File: config.mk
export PLATFORM = sky130hd
export DESIGN_NAME = keypad_scan_flat
export DESIGN_NICKNAME = d
export VERILOG_FILES = /design/src/rtl/keypad_scan_if.sv /design/src/rtl/keypad_scan.sv /design/src/flat_wrapper.sv
export SDC_FILE = /design/constraint.sdc
export NUM_CORES = 1
export LEC_CHECK = 0
export CORE_MARGIN = 3
export CORE_UTILIZATION = 40
export CTS_CLUSTER_DIAMETER = 80
export DETAILED_ROUTE_END_ITERATION = 6
export PLACE_DENSITY = 0.7
export SYNTH_ARGS = -nofsm -noshare
export SYNTH_HDL_FRONTEND = slang
export SYNTH_SLANG_ARGS = --single-unit
File: constraint.sdc
create_clock -name clk -period 2.7 [get_ports clk]
set_input_delay 0.27 -clock clk [delete_from_list [all_inputs] [get_ports clk]]
set_output_delay 0.27 -clock clk [all_outputs]
set_load 0.01 [all_outputs]
File: src/rtl/keypad_scan_if.sv
// keypad_scan_if: groups the keypad matrix lines and the decoded key outputs.
// The master side is the scanner itself; the slave side is the keypad plus
// whatever consumes the one-hot key code.
interface keypad_scan_if;
    logic [3:0]  row;
    logic [3:0]  col;
    logic [15:0] onehot;
    logic        key_valid;

    modport master (
        input  row,
        output col,
        output onehot,
        output key_valid
    );

    modport slave (
        output row,
        input  col,
        input  onehot,
        input  key_valid
    );
endinterface

File: src/rtl/keypad_scan.sv
// keypad_scan: scans a 4x4 active-low key matrix one column per slot,
// assembles a 16-bit pressed snapshot per frame and debounces it over
// DEBOUNCE identical frames. onehot only ever shows a single key; ambiguous
// multi-key snapshots are treated the same as "no key".
module keypad_scan #(
    parameter int SCAN_DIV = 50000,
    parameter int DEBOUNCE = 5
) (
    input  logic          clk,
    input  logic          rst_n,
    keypad_scan_if.master bus
);
    localparam int DIV_W  = (SCAN_DIV > 1) ? $clog2(SCAN_DIV) : 1;
    localparam int STAB_W = $clog2(DEBOUNCE + 1);
    localparam logic [DIV_W-1:0]  DIV_LAST = DIV_W'(SCAN_DIV - 1);
    localparam logic [STAB_W-1:0] STAB_MAX = STAB_W'(DEBOUNCE);

    logic [3:0]        sync1_q, sync1_d;
    logic [3:0]        sync2_q, sync2_d;
    logic [DIV_W-1:0]  div_q, div_d;
    logic [1:0]        cidx_q, cidx_d;
    logic [3:0]        col_q, col_d;
    logic [15:0]       raw_q, raw_d;
    logic              frame_done_q, frame_done_d;
    logic [15:0]       last_cand_q, last_cand_d;
    logic [STAB_W-1:0] stab_q, stab_d;
    logic [15:0]       onehot_q, onehot_d;
    logic              key_valid_q, key_valid_d;

    logic              slot_end;
    logic [15:0]       cand;
    logic [STAB_W-1:0] stab_inc;

    // Next-state logic: scan timing, per-slot sampling and per-frame debounce
    always_comb begin
        sync1_d = bus.row;
        sync2_d = sync1_q;

        slot_end = (div_q == DIV_LAST);
        div_d    = slot_end ? '0 : div_q + 1'b1;
        cidx_d   = slot_end ? cidx_q + 2'd1 : cidx_q;
        col_d    = ~(4'b0001 << cidx_d);

        raw_d = raw_q;
        if (slot_end) begin
            raw_d[{cidx_q, 2'b00} +: 4] = ~sync2_q;
        end
        frame_done_d = slot_end && (cidx_q == 2'd3);

        cand     = ((raw_q != 16'h0000) && ((raw_q & (raw_q - 16'd1)) == 16'h0000)) ? raw_q : 16'h0000;
        stab_inc = (stab_q >= STAB_MAX) ? STAB_MAX : stab_q + 1'b1;

        last_cand_d = last_cand_q;
        stab_d      = stab_q;
        onehot_d    = onehot_q;
        key_valid_d = 1'b0;
        if (frame_done_q) begin
            if (cand == last_cand_q) begin
                stab_d = stab_inc;
            end else begin
                last_cand_d = cand;
                stab_d      = STAB_W'(1);
            end
            if ((stab_d == STAB_MAX) && (cand != onehot_q)) begin
                onehot_d    = cand;
                key_valid_d = (cand != 16'h0000);
            end
        end
    end

    // State registers; reset discards any partial frame or debounce progress
    always_ff @(posedge clk or negedge rst_n) begin
        if (!rst_n) begin
            sync1_q      <= 4'b1111;
            sync2_q      <= 4'b1111;
            div_q        <= '0;
            cidx_q       <= 2'd0;
            col_q        <= 4'b1110;
            raw_q        <= 16'h0000;
            frame_done_q <= 1'b0;
            last_cand_q  <= 16'h0000;
            stab_q       <= '0;
            onehot_q     <= 16'h0000;
            key_valid_q  <= 1'b0;
        end else begin
            sync1_q      <= sync1_d;
            sync2_q      <= sync2_d;
            div_q        <= div_d;
            cidx_q       <= cidx_d;
            col_q        <= col_d;
            raw_q        <= raw_d;
            frame_done_q <= frame_done_d;
            last_cand_q  <= last_cand_d;
            stab_q       <= stab_d;
            onehot_q     <= onehot_d;
            key_valid_q  <= key_valid_d;
        end
    end

    assign bus.col       = col_q;
    assign bus.onehot    = onehot_q;
    assign bus.key_valid = key_valid_q;
endmodule

File: src/flat_wrapper.sv
// flat-port wrapper written by rule: the top's interface ports become plain ports
module keypad_scan_flat 
#(
    parameter int SCAN_DIV = 50000,
    parameter int DEBOUNCE = 5
)
  (clk, rst_n, bus_row, bus_col, bus_onehot, bus_key_valid);
  keypad_scan_if bus_i ();
  input  logic clk;
  input  logic rst_n;
  input wire logic [$bits(bus_i.row)-1:0] bus_row;
  output wire logic [$bits(bus_i.col)-1:0] bus_col;
  output wire logic [$bits(bus_i.onehot)-1:0] bus_onehot;
  output wire logic [$bits(bus_i.key_valid)-1:0] bus_key_valid;
  assign bus_i.row = bus_row;
  assign bus_col = bus_i.col;
  assign bus_onehot = bus_i.onehot;
  assign bus_key_valid = bus_i.key_valid;
  keypad_scan #(.SCAN_DIV(SCAN_DIV), .DEBOUNCE(DEBOUNCE)) u_core (.clk(clk), .rst_n(rst_n), .bus(bus_i));
endmodule
==> flow_summary.json <==
{
  "ys_seq_area_share_pct": 45.2,
  "layout_min_cycle_time_ps": 3110,
  "setup_viol": 36,
  "fmax_mhz": 322,
  "start_kind": "register",
  "antenna_found_initial": 0,
  "tightest_slew_ps": 993,
  "pre_cts_ws_ps": -379,
  "fin_skew_ps": 5.61,
  "fillCellCount": 956,
  "p_total_mw": 2.44,
  "overflow": 0,
  "rsz0062_at_grt": "true",
  "syn-instance-count": 454,
  "die_w_um": 113,
  "drt_wl_total_um": 10600,
  "netlist_area_um2": 4620,
  "synth_enable_flop_cells": 0,
  "cts_max_path_buffers": 2,
  "core-area_um2": 11100,
  "netSwitchingFraction_pct": 21.6,
  "violations": "setup timing",
  "grt_util_all_layers_pct": 17.2,
  "drc": 0,
  "vias_per_cell": 5.43,
  "vdd_drop_max_mv": 0.420,
  "yosys_warnings": 0,
  "dieArea_um2": 12900,
  "slew_violations": 0,
  "io_buffers": 26,
  "insertion_delay_ps": 350,
  "hpwl_um": 7270,
  "timing.rr.end": "u_core.bus.onehot[3]",
  "p_leak_nw": 2.48,
  "htreeDepth": 3,
  "p_seq_share_pct": 51.7,
  "syn_to_final_growth_pct": 27.1,
  "die_y_um": 113,
  "avgSynthCellArea_um2": 10.2,
  "mappedNetlistNets": 468,
  "grt_max_degree": 84,
  "cp.required_ps": 2920,
  "relSlewSlack_pct": 33.8,
  "ys.flop_type": "dfrtp_1",
  "fin_nets": 529,
  "rr_worst_depth": 12,
  "synthArstFlopShare_pct": 100,
  "fin_crit_sh_pct": 115,
  "boundaryPins": 27,
  "endpoint": "u_core.bus.onehot[3]",
  "cts_hold_buf": 0,
  "drt_iter0_markers": 223,
  "combPwrFrac_pct": 1.2,
  "r2r_slack_ps": -410,
  "hold_violations": 0,
  "clockPowerShare_pct": 47.2,
  "layout-drive-gt1-share_pct": 27.1,
  "wire_per_inst_um": 16.1,
  "antenna_cells": 0,
  "num_vias": 3586,
  "clkSlewWorstSetupHoldPaths_ps": 60,
  "grt_pass1_vias": 3474,
  "cts_buffers": 9,
  "p_per_area_nw_per_um2": 415,
  "tns_ps": -12060,
  "rows": 38,
  "crit_start": "u_core.raw_q[9]",
  "p_sw_mw": 0.526,
  "dr.pass1.iters": 4,
  "timing.hold.ws_ps": 89.7,
  "hp-class": "in -> async",
  "final_cell_mix": "dfrtp_1, buf_4, nor2_1",
  "cts_tree": "yes",
  "internal_power_mw": 1.91,
  "ys_ff_latch": 83,
  "final_common_cell": "dfrtp_1",
  "end_kind": "register",
  "gp_congestion": 0.958,
  "crit_arrival_ps": 3330,
  "initial_core_util_pct": 41.7,
  "drtAntennaViolNets": 0,
  "critPathKind": "reg -> reg",
  "synth.distinct_cells": 54,
  "clock-sinks": 83,
  "cts_root_buffer": "clkbuf_16",
  "status": "complete, but fails checks",
  "drv_cap": 0,
  "worst-path-max-fanout": 10,
  "setup_ws_ps": -408,
  "reg2reg_from": "u_core.raw_q[9]",
  "grt_pass1_wl_um": 17700
}
cell usage after synthesis, drive strengths merged, types with 6 or more instances:
master | count | area share (%)
xnor2 | 26 | 4.9
buf | 12 | 1.9
clkbuf | 16 | 1.3
o21ai | 22 | 2.4
xor2 | 6 | 1.1
nand4 | 19 | 2.9
ha | 8 | 2.2
o31ai | 32 | 5.2
nand3 | 23 | 2.6
dfrtp | 72 | 39
nand2 | 38 | 3.1
inv | 8 | 0.65
a22oi | 7 | 1.4
dfstp | 11 | 6.3
mux2 | 32 | 8.6
and2 | 16 | 2.2
nor4 | 6 | 1.4
nor2 | 44 | 3.7
nand3b | 16 | 2.6
metrics by stage:
step	area, µm²	utilization [%]	std cells
after floorplan	4700	-	454
after global placement	5300	47.9	630
after detailed placement	5300	47.9	630
after CTS	5730	51.8	652
after global routing	5870	53.0	660
final	5870	53.0	660
registers in the layout (all words and copies together) (netlist names):
register,cells
u_core.bus.onehot,16
u_core.div_q,16
u_core.last_cand_q,16
u_core.raw_q,16
u_core.bus.col,4
u_core.sync1_q,4
u_core.sync2_q,4
u_core.stab_q,3
u_core.cidx_q,2
u_core.bus.key_valid,1
u_core.frame_done_q,1
area by class of cell:
type                       count  area (µm²)  share of cell area, %
multi-input combinational    336        2550                   43.4
sequential                    83        2090                   35.6
timing repair buffer          77         749                   12.8
clock buffer                  11         243                   4.13
tap                          140         175                   2.98
clock inverter                 5        35.0                  0.596
inverter                       8        30.0                  0.511
worst max-delay path, stage by stage, from the launching register on:
cell and delay (ps):
dfrtp_1 430, or2_1 260, maj3_1 360, o21bai_2 290, o21a_4 230, buf_12 130, buf_4 110, nand4_1 110
a22oi_2 200, nand4_1 210, nand4_4 180, buf_12 150, mux2_2 330
routing by layer:
layer | GRT usage (%) | part of all wire (%) | up-vias | wire length [µm]
met5 | 0 | 0 | - | 0
met4 | 6.41 | 1.7 | 0 | 181
met3 | 3.98 | 4.5 | 17 | 482
met2 | 28.3 | 51 | 81 | 5390
met1 | 22.2 | 43 | 1735 | 4560
li1 | - | - | 1753 | -
timing repair:
item / in CTS / in global routing
cloned: 1 / 2
resized for setup: 15 / 12
setup buffers: 5 / 6
pin swaps: 4 / 12
setup endpoints to repair: 35 / 36
how the worst min path moves through the flow:
| stage | to |
|---|---|
| 2_1_floorplan | u_core.bus.col[0] |
| 3_3_place_gp | u_core.sync2_q[3] |
| 3_5_place_dp | u_core.sync2_q[3] |
| 4_1_cts | u_core.last_cand_q[10] |
| 5_1_grt | u_core.bus.onehot[11] |
| 6_report | u_core.last_cand_q[10] |
power by group through the flow:
stage | clock network (mW) | logic, mW | registers, mW
2_1_floorplan | 0 | 0.00000603 | 1.28
3_3_place_gp | 0 | 0.0301 | 1.28
3_5_place_dp | 0 | 0.0310 | 1.28
4_1_cts | 1.19 | 0.0310 | 1.26
5_1_grt | 1.24 | 0.0342 | 1.26
6_report | 1.15 | 0.0286 | 1.26
cell families after synthesis:
family                     share of synthesized area [%]
adders and majority gates                           2.38
xor gates and xnor gates                            6.06
buffers and inverters                               3.87
AOI/OAI and AO/OA                                   12.2
muxes                                               8.83
DFF                                                 45.2
and+or+nand+nor                                     21.5
(Power assumes the default switching activity.)
